## config.mk

```make
export PLATFORM = sky130hd
export DESIGN_NAME = atm_cash_dispense_ctrl
export DESIGN_NICKNAME = d
export VERILOG_FILES = /design/src/rtl/atm_cash_dispense_ctrl.sv
export SDC_FILE = /design/constraint.sdc
export NUM_CORES = 1
export LEC_CHECK = 0
export CORE_MARGIN = 2
export CORE_UTILIZATION = 50
export CTS_CLUSTER_SIZE = 28
export DETAILED_ROUTE_END_ITERATION = 8
export DONT_BUFFER_PORTS = 1
export PLACE_DENSITY = 0.65
export SLEW_MARGIN = 20
export SYNTH_ARGS = -nofsm -noshare
export SYNTH_HDL_FRONTEND = slang
export SYNTH_SLANG_ARGS = --single-unit
```

## constraint.sdc

```tcl
create_clock -name clock -period 2.7 [get_ports clock]
set_input_delay 0.81 -clock clock [delete_from_list [all_inputs] [get_ports clock]]
set_output_delay 0.81 -clock clock [all_outputs]
set_load 0.005 [all_outputs]
```

## src/rtl/atm_cash_dispense_ctrl.sv

```systemverilog
// -----------------------------------------------------------------------------
// atm_cash_dispense_ctrl
//
// Sequences the note-dispense mechanism of an ATM once a withdrawal has been
// authorised. On start it plans a 500/100 note mix against the cassette stock,
// checks that enough 100 notes remain, then drives the mechanism one note at a
// time over a note_req/note_ack handshake. All 500 notes go out before any
// 100 notes. It keeps both cassette counts and reports done or an error code.
//
// Optional feature: define DISPENSE_TIMEOUT_EN to abort a note that is not
// acknowledged within TIMEOUT_CYC request cycles (err_code 11). Without the
// macro the controller waits for note_ack indefinitely.
//
// Parameters
//   AMT_W        width of amount (units of 100)
//   CNT_W        width of each cassette note counter
//   TIMEOUT_CYC  request cycles allowed per note (timeout build only)
//
// Ports
//   clock      in   single clock, all state changes on its rising edge
//   reset_n    in   asynchronous active-low reset
//   start      in   1-cycle pulse, begin dispensing amount (IDLE only)
//   amount     in   withdrawal in units of 100, sampled with start
//   load_cass  in   1-cycle pulse, overwrite both counts (IDLE only, beats start)
//   load_c500  in   new 500-note count
//   load_c100  in   new 100-note count
//   note_req   out  request one note from the mechanism
//   note_sel   out  note type for note_req: 1 = 500, 0 = 100
//   note_ack   in   mechanism has dispensed the requested note
//   busy       out  high whenever not IDLE
//   done       out  1-cycle pulse, all planned notes dispensed
//   error      out  1-cycle pulse, request aborted
//   err_code   out  00 none, 01 zero amount, 10 insufficient stock, 11 timeout
//   c500_cnt   out  500 notes remaining in cassette
//   c100_cnt   out  100 notes remaining in cassette
// -----------------------------------------------------------------------------
module atm_cash_dispense_ctrl #(
    parameter int AMT_W       = 8,
    parameter int CNT_W       = 10,
    parameter int TIMEOUT_CYC = 1000
) (
    input  logic             clock,
    input  logic             reset_n,
    input  logic             start,
    input  logic [AMT_W-1:0] amount,
    input  logic             load_cass,
    input  logic [CNT_W-1:0] load_c500,
    input  logic [CNT_W-1:0] load_c100,
    output logic             note_req,
    output logic             note_sel,
    input  logic             note_ack,
    output logic             busy,
    output logic             done,
    output logic             error,
    output logic [1:0]       err_code,
    output logic [CNT_W-1:0] c500_cnt,
    output logic [CNT_W-1:0] c100_cnt
);

    localparam int CMP_W = AMT_W + CNT_W;

    localparam logic [1:0] ERR_NONE  = 2'b00;
    localparam logic [1:0] ERR_ZERO  = 2'b01;
    localparam logic [1:0] ERR_STOCK = 2'b10;
`ifdef DISPENSE_TIMEOUT_EN
    localparam logic [1:0] ERR_TMO   = 2'b11;
    localparam int         TMO_W     = $clog2(TIMEOUT_CYC + 1);
`endif

    localparam logic [AMT_W-1:0] NOTE_RATIO = AMT_W'(5);

    typedef enum logic [2:0] {
        S_IDLE,
        S_PLAN,
        S_CHECK,
        S_REQ,
        S_GAP,
        S_DONE,
        S_FAULT
    } state_t;

    state_t           state_reg,    state_next;
    logic [AMT_W-1:0] rem_reg,      rem_next;
    logic [AMT_W-1:0] plan500_reg,  plan500_next;
    logic [AMT_W-1:0] plan100_reg,  plan100_next;
    logic [CNT_W-1:0] c500_reg,     c500_next;
    logic [CNT_W-1:0] c100_reg,     c100_next;
    logic [1:0]       err_code_reg, err_code_next;
`ifdef DISPENSE_TIMEOUT_EN
    logic [TMO_W-1:0] tmo_cnt_reg,  tmo_cnt_next;
`endif

    // Amount-width and count-width values are compared in a common width so
    // neither side is truncated whatever the parameter choice.
    logic [CMP_W-1:0] plan500_ext;
    logic [CMP_W-1:0] c500_ext;
    logic [CMP_W-1:0] rem_ext;
    logic [CMP_W-1:0] c100_ext;

    assign plan500_ext = {{CNT_W{1'b0}}, plan500_reg};
    assign rem_ext     = {{CNT_W{1'b0}}, rem_reg};
    assign c500_ext    = {{AMT_W{1'b0}}, c500_reg};
    assign c100_ext    = {{AMT_W{1'b0}}, c100_reg};

    always_ff @(posedge clock or negedge reset_n) begin
        if (!reset_n) begin
            state_reg    <= S_IDLE;
            rem_reg      <= '0;
            plan500_reg  <= '0;
            plan100_reg  <= '0;
            c500_reg     <= '0;
            c100_reg     <= '0;
            err_code_reg <= ERR_NONE;
`ifdef DISPENSE_TIMEOUT_EN
            tmo_cnt_reg  <= '0;
`endif
        end else begin
            state_reg    <= state_next;
            rem_reg      <= rem_next;
            plan500_reg  <= plan500_next;
            plan100_reg  <= plan100_next;
            c500_reg     <= c500_next;
            c100_reg     <= c100_next;
            err_code_reg <= err_code_next;
`ifdef DISPENSE_TIMEOUT_EN
            tmo_cnt_reg  <= tmo_cnt_next;
`endif
        end
    end

    always_comb begin
        state_next    = state_reg;
        rem_next      = rem_reg;
        plan500_next  = plan500_reg;
        plan100_next  = plan100_reg;
        c500_next     = c500_reg;
        c100_next     = c100_reg;
        err_code_next = err_code_reg;
`ifdef DISPENSE_TIMEOUT_EN
        tmo_cnt_next  = tmo_cnt_reg;
`endif

        case (state_reg)
            S_IDLE: begin
                if (load_cass) begin
                    c500_next = load_c500;
                    c100_next = load_c100;
                end else if (start) begin
                    rem_next      = amount;
                    plan500_next  = '0;
                    plan100_next  = '0;
                    err_code_next = ERR_NONE;
                    state_next    = S_PLAN;
                end
            end

            S_PLAN: begin
                // rem==0 with nothing planned can only be the first PLAN
                // cycle of a zero-amount request.
                if (rem_reg == '0 && plan500_reg == '0) begin
                    err_code_next = ERR_ZERO;
                    state_next    = S_FAULT;
                end else if (rem_reg >= NOTE_RATIO && plan500_ext < c500_ext) begin
                    plan500_next = plan500_reg + AMT_W'(1);
                    rem_next     = rem_reg - NOTE_RATIO;
                end else begin
                    state_next = S_CHECK;
                end
            end

            S_CHECK: begin
                if (rem_ext > c100_ext) begin
                    err_code_next = ERR_STOCK;
                    state_next    = S_FAULT;
                end else begin
                    plan100_next = rem_reg;
                    rem_next     = '0;
                    state_next   = S_REQ;
`ifdef DISPENSE_TIMEOUT_EN
                    tmo_cnt_next = '0;
`endif
                end
            end

            S_REQ: begin
                if (note_ack) begin
                    if (plan500_reg != '0) begin
                        plan500_next = plan500_reg - AMT_W'(1);
                        c500_next    = c500_reg - CNT_W'(1);
                    end else begin
                        plan100_next = plan100_reg - AMT_W'(1);
                        c100_next    = c100_reg - CNT_W'(1);
                    end
                    state_next = S_GAP;
                end
`ifdef DISPENSE_TIMEOUT_EN
                else if (tmo_cnt_reg == TMO_W'(TIMEOUT_CYC - 1)) begin
                    // This is the last allowed request cycle without ack.
                    err_code_next = ERR_TMO;
                    state_next    = S_FAULT;
                end else begin
                    tmo_cnt_next = tmo_cnt_reg + TMO_W'(1);
                end
`endif
            end

            S_GAP: begin
                if (plan500_reg != '0 || plan100_reg != '0) begin
                    state_next = S_REQ;
`ifdef DISPENSE_TIMEOUT_EN
                    tmo_cnt_next = '0;
`endif
                end else begin
                    state_next = S_DONE;
                end
            end

            S_DONE:  state_next = S_IDLE;
            S_FAULT: state_next = S_IDLE;
            default: state_next = S_IDLE;
        endcase
    end

    // Handshake and status outputs decode straight from the state register so
    // an asynchronous reset removes note_req without waiting for a clock.
    assign note_req = (state_reg == S_REQ);
    assign note_sel = (state_reg == S_REQ) && (plan500_reg != '0);
    assign busy     = (state_reg != S_IDLE);
    assign done     = (state_reg == S_DONE);
    assign error    = (state_reg == S_FAULT);
    assign err_code = err_code_reg;
    assign c500_cnt = c500_reg;
    assign c100_cnt = c100_reg;

endmodule

```

==> metrics.md, run 1 <==
| Metric | Value |
|---|---|
| Combinational Power Share | 62.2% |
| Syn Nets | 506 |
| Classification of the worst setup path | reg -> reg |
| Mean number of vias per cell | 5.97 |
| Post-route ant nets | 0 |
| Cell Int Power | 2.73 mW |
| Post-synth top area cell | dfrtp_1 |
| Mapped Area | 3650 um^2 |
| Final Wtd Congestion | 0.881 |
| Routed wire length | 9.19 mm |
| Top cell type's share of synthesized area | 33.6% |
| Most area-consuming cells after synthesis | dfrtp_1 (34%), ha_1 (8.9%), a21oi_1 (6.4%) |
| Critical path's largest stage delay | 0.60 ns |
| GRT overflow | 0 |
| Seq cells post-synth | 49 |
| Hold Path Class | in -> async |
| Leading cell types by count after synthesis | nor2_1 (53), dfrtp_1 (49), a21oi_1 (47) |
| Post-synth cell types | 61 |
| First-pass GRT wire length | 15.3 mm |
| Area grow syn2layout | 7.91% |
| Fill count | 674 |
| Sequential share of power | 27.6% |
| Top_reg_cell synth | dfrtp_1 |
| CP Buf/Inv Count | 1 |
| CTS HTree Levels | 2 |
| Ys Warns | 0 |
| Largest net degree at the start of global routing | 57 |
| Mapped Cells | 446 |
| # clock sinks | 49 |
| Required time of the critical path | 2.90 ns |
| Initial antenna violation count | 0 |
| Clock share of power | 10.1% |
| Most numerous cell in the Yosys netlist | nor2_1 |
| Root buffer selected by CTS | clkbuf_8 |
| Critical Path AT | 2.72 ns |
| All-Layer GR Usage | 24.5% |
| Die width | 89.5 um |
| Clock tree from TritonCTS | done |
| DRC viols | 0 |
| Relative slew slack | 55.1% |
| Syn_area_per_cell | 8.19 um^2 |
| Worst slew pin tran | 0.672 ns |
| Reg2Reg Launch Point | c100_cnt[6] |
| Min Hold Slack | 0.180 ns |
| Run status | complete, no violations |
| MaxCap Viol Count | 0 |
| Pins Over Slew Limit | 0 |
| CP startpoint | c100_cnt[6] |
| IO buf count | 0 |
| Vias in the first global route | 3128 |
| Die ar. | 8000 um^2 |
| Setup tns final | 0 ns |
| TritonCTS Buffers | 5 |
| DR WL/cell | 16.6 um |
| RSZ-0062 raised after global routing | false |
| Die H | 89.5 um |
| DR vias | 3297 |
| Hold Vio Cnt, Final | 0 |
| Sw frac | 49.5% |
| Share of cells above drive strength 1 | 9.71% |
| Crit path max-delay cell type | a2111oi_4 |
| DRT Pass-1 Iters | 5 |
| EDFF count, synth | 0 |
| Core footprint | 7180 um^2 |
| I/O pins | 60 |
| Initial core utilization | 50.9% |
| CP Capture Type | flop |
| Hold-fix buffers, CTS | 0 |
| CP Cell Sequence | inv_1 -> ha_1 -> o21a_1 -> o221a_2 -> o31a_1 -> a2111oi_4 -> o21ai_1 -> o2bb2ai_1 |
| P_leak | 1.74 nW |
| Ant. Diodes | 0 |
| Clock Pin Slew Worst Setup and Hold Paths | 0.10 ns |
| # nets final | 512 |
| Final count of negative-setup-slack endpoints | 0 |
| Fmax | 397 MHz |
| Tmin final | 2.52 ns |
| Clk Latency, worst-skew pair | 0.31 ns |
| Drt initial violations | 143 |
| Sw power | 2.67 mW |
| Ys async rst share | 100% |
| Num rows | 31 |
| Hpwl dp | 6.86 mm |
| Power per cell area | 1370 nW/um^2 |
| Crit path max-delay family | compound AO/OA/AOI/OAI gates |
| Max Buffers Root-to-Sink | 2 |
| Startpoint types | flop |
| Postcts setup bufs | 0 |
| Sequential fraction of the synthesis area | 33.6% |
| Peak supply drop | 0.512 mV |
| Setup Skew | 0.00712 ns |
| Tcrit/Tclk final | 93.2% |
| Critical path peak fanout | 10 |
==> worst paths after layout <==
path	cells past startpoint	to	slack [ns]
min reg2reg	1	plan100_reg[6]	0.52
min in group clock	1	plan100_reg[6]	0.52
max	8	plan100_reg[2]	0.18
max reg2reg	8	plan100_reg[2]	0.18
max in group asynchronous	0	rem_reg[5]	2.41
min	0	c100_cnt[4]	0.18
==> power by group through the flow <==
stage / Combinational [mW] / Clock [mW] / Sequential, mW
final: 3.36 / 0.548 / 1.49
after global routing: 3.83 / 0.587 / 1.55
after CTS: 3.36 / 0.565 / 1.50
after detailed placement: 3.34 / 0 / 1.51
after global placement: 3.27 / 0 / 1.50
after floorplan: 2.60 / 0 / 1.40
==> metal layers <==
metal	share of wire, %	vias to the layer above	GRT usage (%)
met4	2.3	0	7.87
met2	48	107	39.7
li1	-	1635	-
met3	6.0	15	5.26
met1	44	1540	32.6
met5	0	-	0
==> kinds of logic after synthesis <==
kind of cell,after synthesis,share of synthesized area (%)
and+or+nand+nor,166,22.3
muxes,9,2.67
DFF,49,33.6
buffers and inverters,48,5.38
adders and majority gates,27,9.46
AOI/OAI and AO/OA,141,25.2
xor gates and xnor gates,6,1.44
==> repair_timing <==
action                                 4_1_cts  5_1_grt
endpoints found under the hold margin        0        0
resized for setup                            0        0
setup endpoints to repair                    0        3
==> placed cells by master (no fill, tap or decap), types with 5 or more instances in the layout <==
master | synthesis | layout
a21oi_1 | 47 | 47
a22oi_1 | 7 | 7
a31oi_1 | 6 | 6
buf_4 | 0 | 18
clkbuf_8 | 0 | 5
dfrtp_1 | 49 | 49
ha_1 | 26 | 26
inv_1 | 28 | 28
mux2_2 | 6 | 6
nand2_1 | 29 | 28
nand2b_1 | 13 | 13
nand3_1 | 11 | 11
nor2_1 | 53 | 53
nor3_1 | 23 | 23
nor4_1 | 9 | 9
o21ai_0 | 30 | 30
o22ai_1 | 5 | 5
o2bb2ai_1 | 13 | 13
==> final cells by class <==
| type | instances | area [um^2] | area share (%) |
|---|---|---|---|
| clock buffers | 5 | 68.8 | 1.75 |
| clock inverters | 3 | 46.3 | 1.17 |
| inverters | 29 | 109 | 2.76 |
| multi-input cells | 349 | 2230 | 56.6 |
| flip-flops and latches | 49 | 1230 | 31.1 |
| well taps | 99 | 124 | 3.14 |
| repair buffers | 18 | 135 | 3.43 |
==> through the flow <==
step / setup WS, ns / cells / power (mW) / utilization, % / area, um^2
finish: 0.183 / 552 / 5.40 / 54.9 / 3940
global route: 0.0256 / 552 / 5.97 / 54.9 / 3940
CTS: 0.148 / 552 / 5.42 / 54.9 / 3940
detailed placement: 0.165 / 544 / 4.85 / 53.3 / 3830
global placement: 0.238 / 544 / 4.77 / 53.3 / 3830
floorplan: 0.112 / 446 / 4.01 / - / 3650
(Power assumes the default switching activity.)
==> inputs of run 2 (changes only) <==
Settings changed: GPL_ROUTABILITY_DRIVEN set to 0, SETUP_SLACK_MARGIN set to 0.5.
==> metrics.md, run 2 (synthesis results as in run 1) <==
| Metric | Value |
|---|---|
| Run status | complete, no violations |
| Hold Vio Cnt, Final | 0 (unchanged) |
| Pins Over Slew Limit | 0 (unchanged) |
| Clk Latency, worst-skew pair | 0.31 ns (about the same) |
| Ant. Diodes | 0 (unchanged) |
| Hold Path Class | in -> async |
| GRT overflow | 0 (unchanged) |
| Tcrit/Tclk final | 86.0% (-7.2 points) |
| Critical path's largest stage delay | 0.47 ns (-0.13 ns) |
| Share of cells above drive strength 1 | 28.3% (+19 points) |
| Routed wire length | 10.8 mm (+18%) |
| Num rows | 31 (unchanged) |
| DRT Pass-1 Iters | 5 (unchanged) |
| Relative slew slack | 58.1% (+3.0 points) |
| Worst slew pin tran | 0.628 ns (-0.0446 ns) |
| Setup tns final | 0 ns (unchanged) |
| Initial antenna violation count | 0 (unchanged) |
| Max Buffers Root-to-Sink | 2 (unchanged) |
| Mean number of vias per cell | 6.20 (+3.8%) |
| Min Hold Slack | 0.177 ns (-0.00326 ns) |
| MaxCap Viol Count | 0 (unchanged) |
| Crit path max-delay cell type | dfrtp_2 |
| Leading cell type in the layout, fill and taps excluded | nor2_1 |
| Drt initial violations | 332 (+130%) |
| Classification of the worst setup path | reg -> reg |
| Clock tree from TritonCTS | done |
| Most frequent cells in the layout | nor2_1 (52), a21oi_1 (43), dfrtp_1 (33) |
| Root buffer selected by CTS | clkbuf_8 |
| DR vias | 3545 (+7.5%) |
| Die H | 89.5 um (unchanged) |
| CTS HTree Levels | 2 (unchanged) |
| Critical path peak fanout | 6 (-4) |
| Tmin final | 2.32 ns (-0.195 ns) |
| DRC viols | 0 (unchanged) |
| RSZ-0062 raised after global routing | true |
| Critical Path AT | 2.51 ns (-0.21 ns) |
| All-Layer GR Usage | 25.6% (+1.1 points) |
| CP Buf/Inv Count | 2 (+1) |
| Die ar. | 8000 um^2 (unchanged) |
| # clock sinks | 49 (unchanged) |
| Crit path max-delay family | compound AO/OA/AOI/OAI gates |
| # nets final | 533 (+4.1%) |
| DR WL/cell | 19.0 um (+14%) |
| Area grow syn2layout | 25.3% |
| IO buf count | 0 (unchanged) |
| Fmax | 431 MHz (+8.4%) |
| Post-route ant nets | 0 (unchanged) |
| Final count of negative-setup-slack endpoints | 0 (unchanged) |
| First-pass GRT wire length | 16.1 mm (+5.2%) |
| Die width | 89.5 um (unchanged) |
| Startpoint types | flop |
| Required time of the critical path | 2.89 ns (about the same) |
| Peak supply drop | 0.622 mV (+21%) |
| Largest net degree at the start of global routing | 57 (unchanged) |
| Clock Pin Slew Worst Setup and Hold Paths | 0.10 ns (about the same) |
| Hpwl dp | 7.01 mm (+2.0%) |
| Overall power | 6.60 mW (+22%) |
| CP Capture Type | flop |
| Power per cell area | 1440 nW/um^2 (+5.3%) |
| Core footprint | 7180 um^2 (unchanged) |
| P_leak | 1.90 nW (+9.0%) |
| Initial core utilization | 50.9% (unchanged) |
| I/O pins | 60 (unchanged) |
| Vias in the first global route | 3332 (+6.5%) |
| Setup Skew | 0.0125 ns (+0.00535 ns) |
| CP Cell Sequence | inv_2 -> ha_4 -> a211oi_2 -> nand2_1 -> o31a_1 -> a2111oi_4 -> buf_6 -> o21ai_2 -> o2bb2ai_1 |
| TritonCTS Buffers | 5 (unchanged) |
| Hold-fix buffers, CTS | 0 (unchanged) |
run 2: cell count changes in the layout (fill, tap and decap cells not counted), sizes merged:
cell | before | now
inv | 28 | 29
buf | 18 | 36
clkbuf | 5 | 6
clkinv | 2 | 3
clkinvlp | 1 | 0
run 2: final cells by class:
type / count / area, um^2
Clock buffer: 5 / 68.8
Clock inverter: 2 / 38.8
Fill cell: 590 / 2600
Tap cell: 99 / 124
Timing Repair Buffer: 37 / 327
Timing Repair inverter: 2 / 17.5
Sequential cell: 49 / 1250
Inverter: 29 / 124
Multi-Input combinational cell: 349 / 2630
run 2: path summary, 6_finish.rpt:
check	startpoint	endpoint	slack (ns)	cells after the start
max	c100_cnt[7]	plan100_reg[5]	0.38	9
min	reset_n	c100_cnt[3]	0.18	0
max reg2reg	c100_cnt[7]	plan100_reg[5]	0.38	9
min reg2reg	plan100_reg[6]	plan100_reg[6]	0.49	1
max in group asynchronous	reset_n	plan500_reg[1]	2.38	0
min in group clock	plan100_reg[6]	plan100_reg[6]	0.49	1
run 2: timing repair:
action,CTS,global route
buffers inserted,8,16
pin swaps,7,22
gates cloned,3,1
hold endpoints to repair,0,0
endpoints found under the setup margin,27,27
gates resized for setup,32,55
run 2: per-stage QoR:
step                      instance area, um^2  std cells  setup slack, ns  util, %
after floorplan                          3800        446            0.498        -
final                                    4580        572            0.378     63.8
after global routing                     4580        572            0.284     63.8
after CTS                                4190        555            0.365     58.4
after global placement                   3880        537            0.246     54.1
after detailed placement                 3880        537            0.179     54.1
run 2: where the power goes:
part / internal [mW] / switching (mW)
sequential: 1.10 / 0.538
combinational: 1.98 / 2.44
clock: 0.275 / 0.268
total: 3.36 / 3.24
run 2: per-layer routing:
metal	GRT usage (%)	vias up	share of wire [%]
li1	-	1693	-
met1	33.0	1739	43
met2	45.1	92	51
met3	3.69	21	3.4
met4	6.38	0	2.6
met5	0	-	0
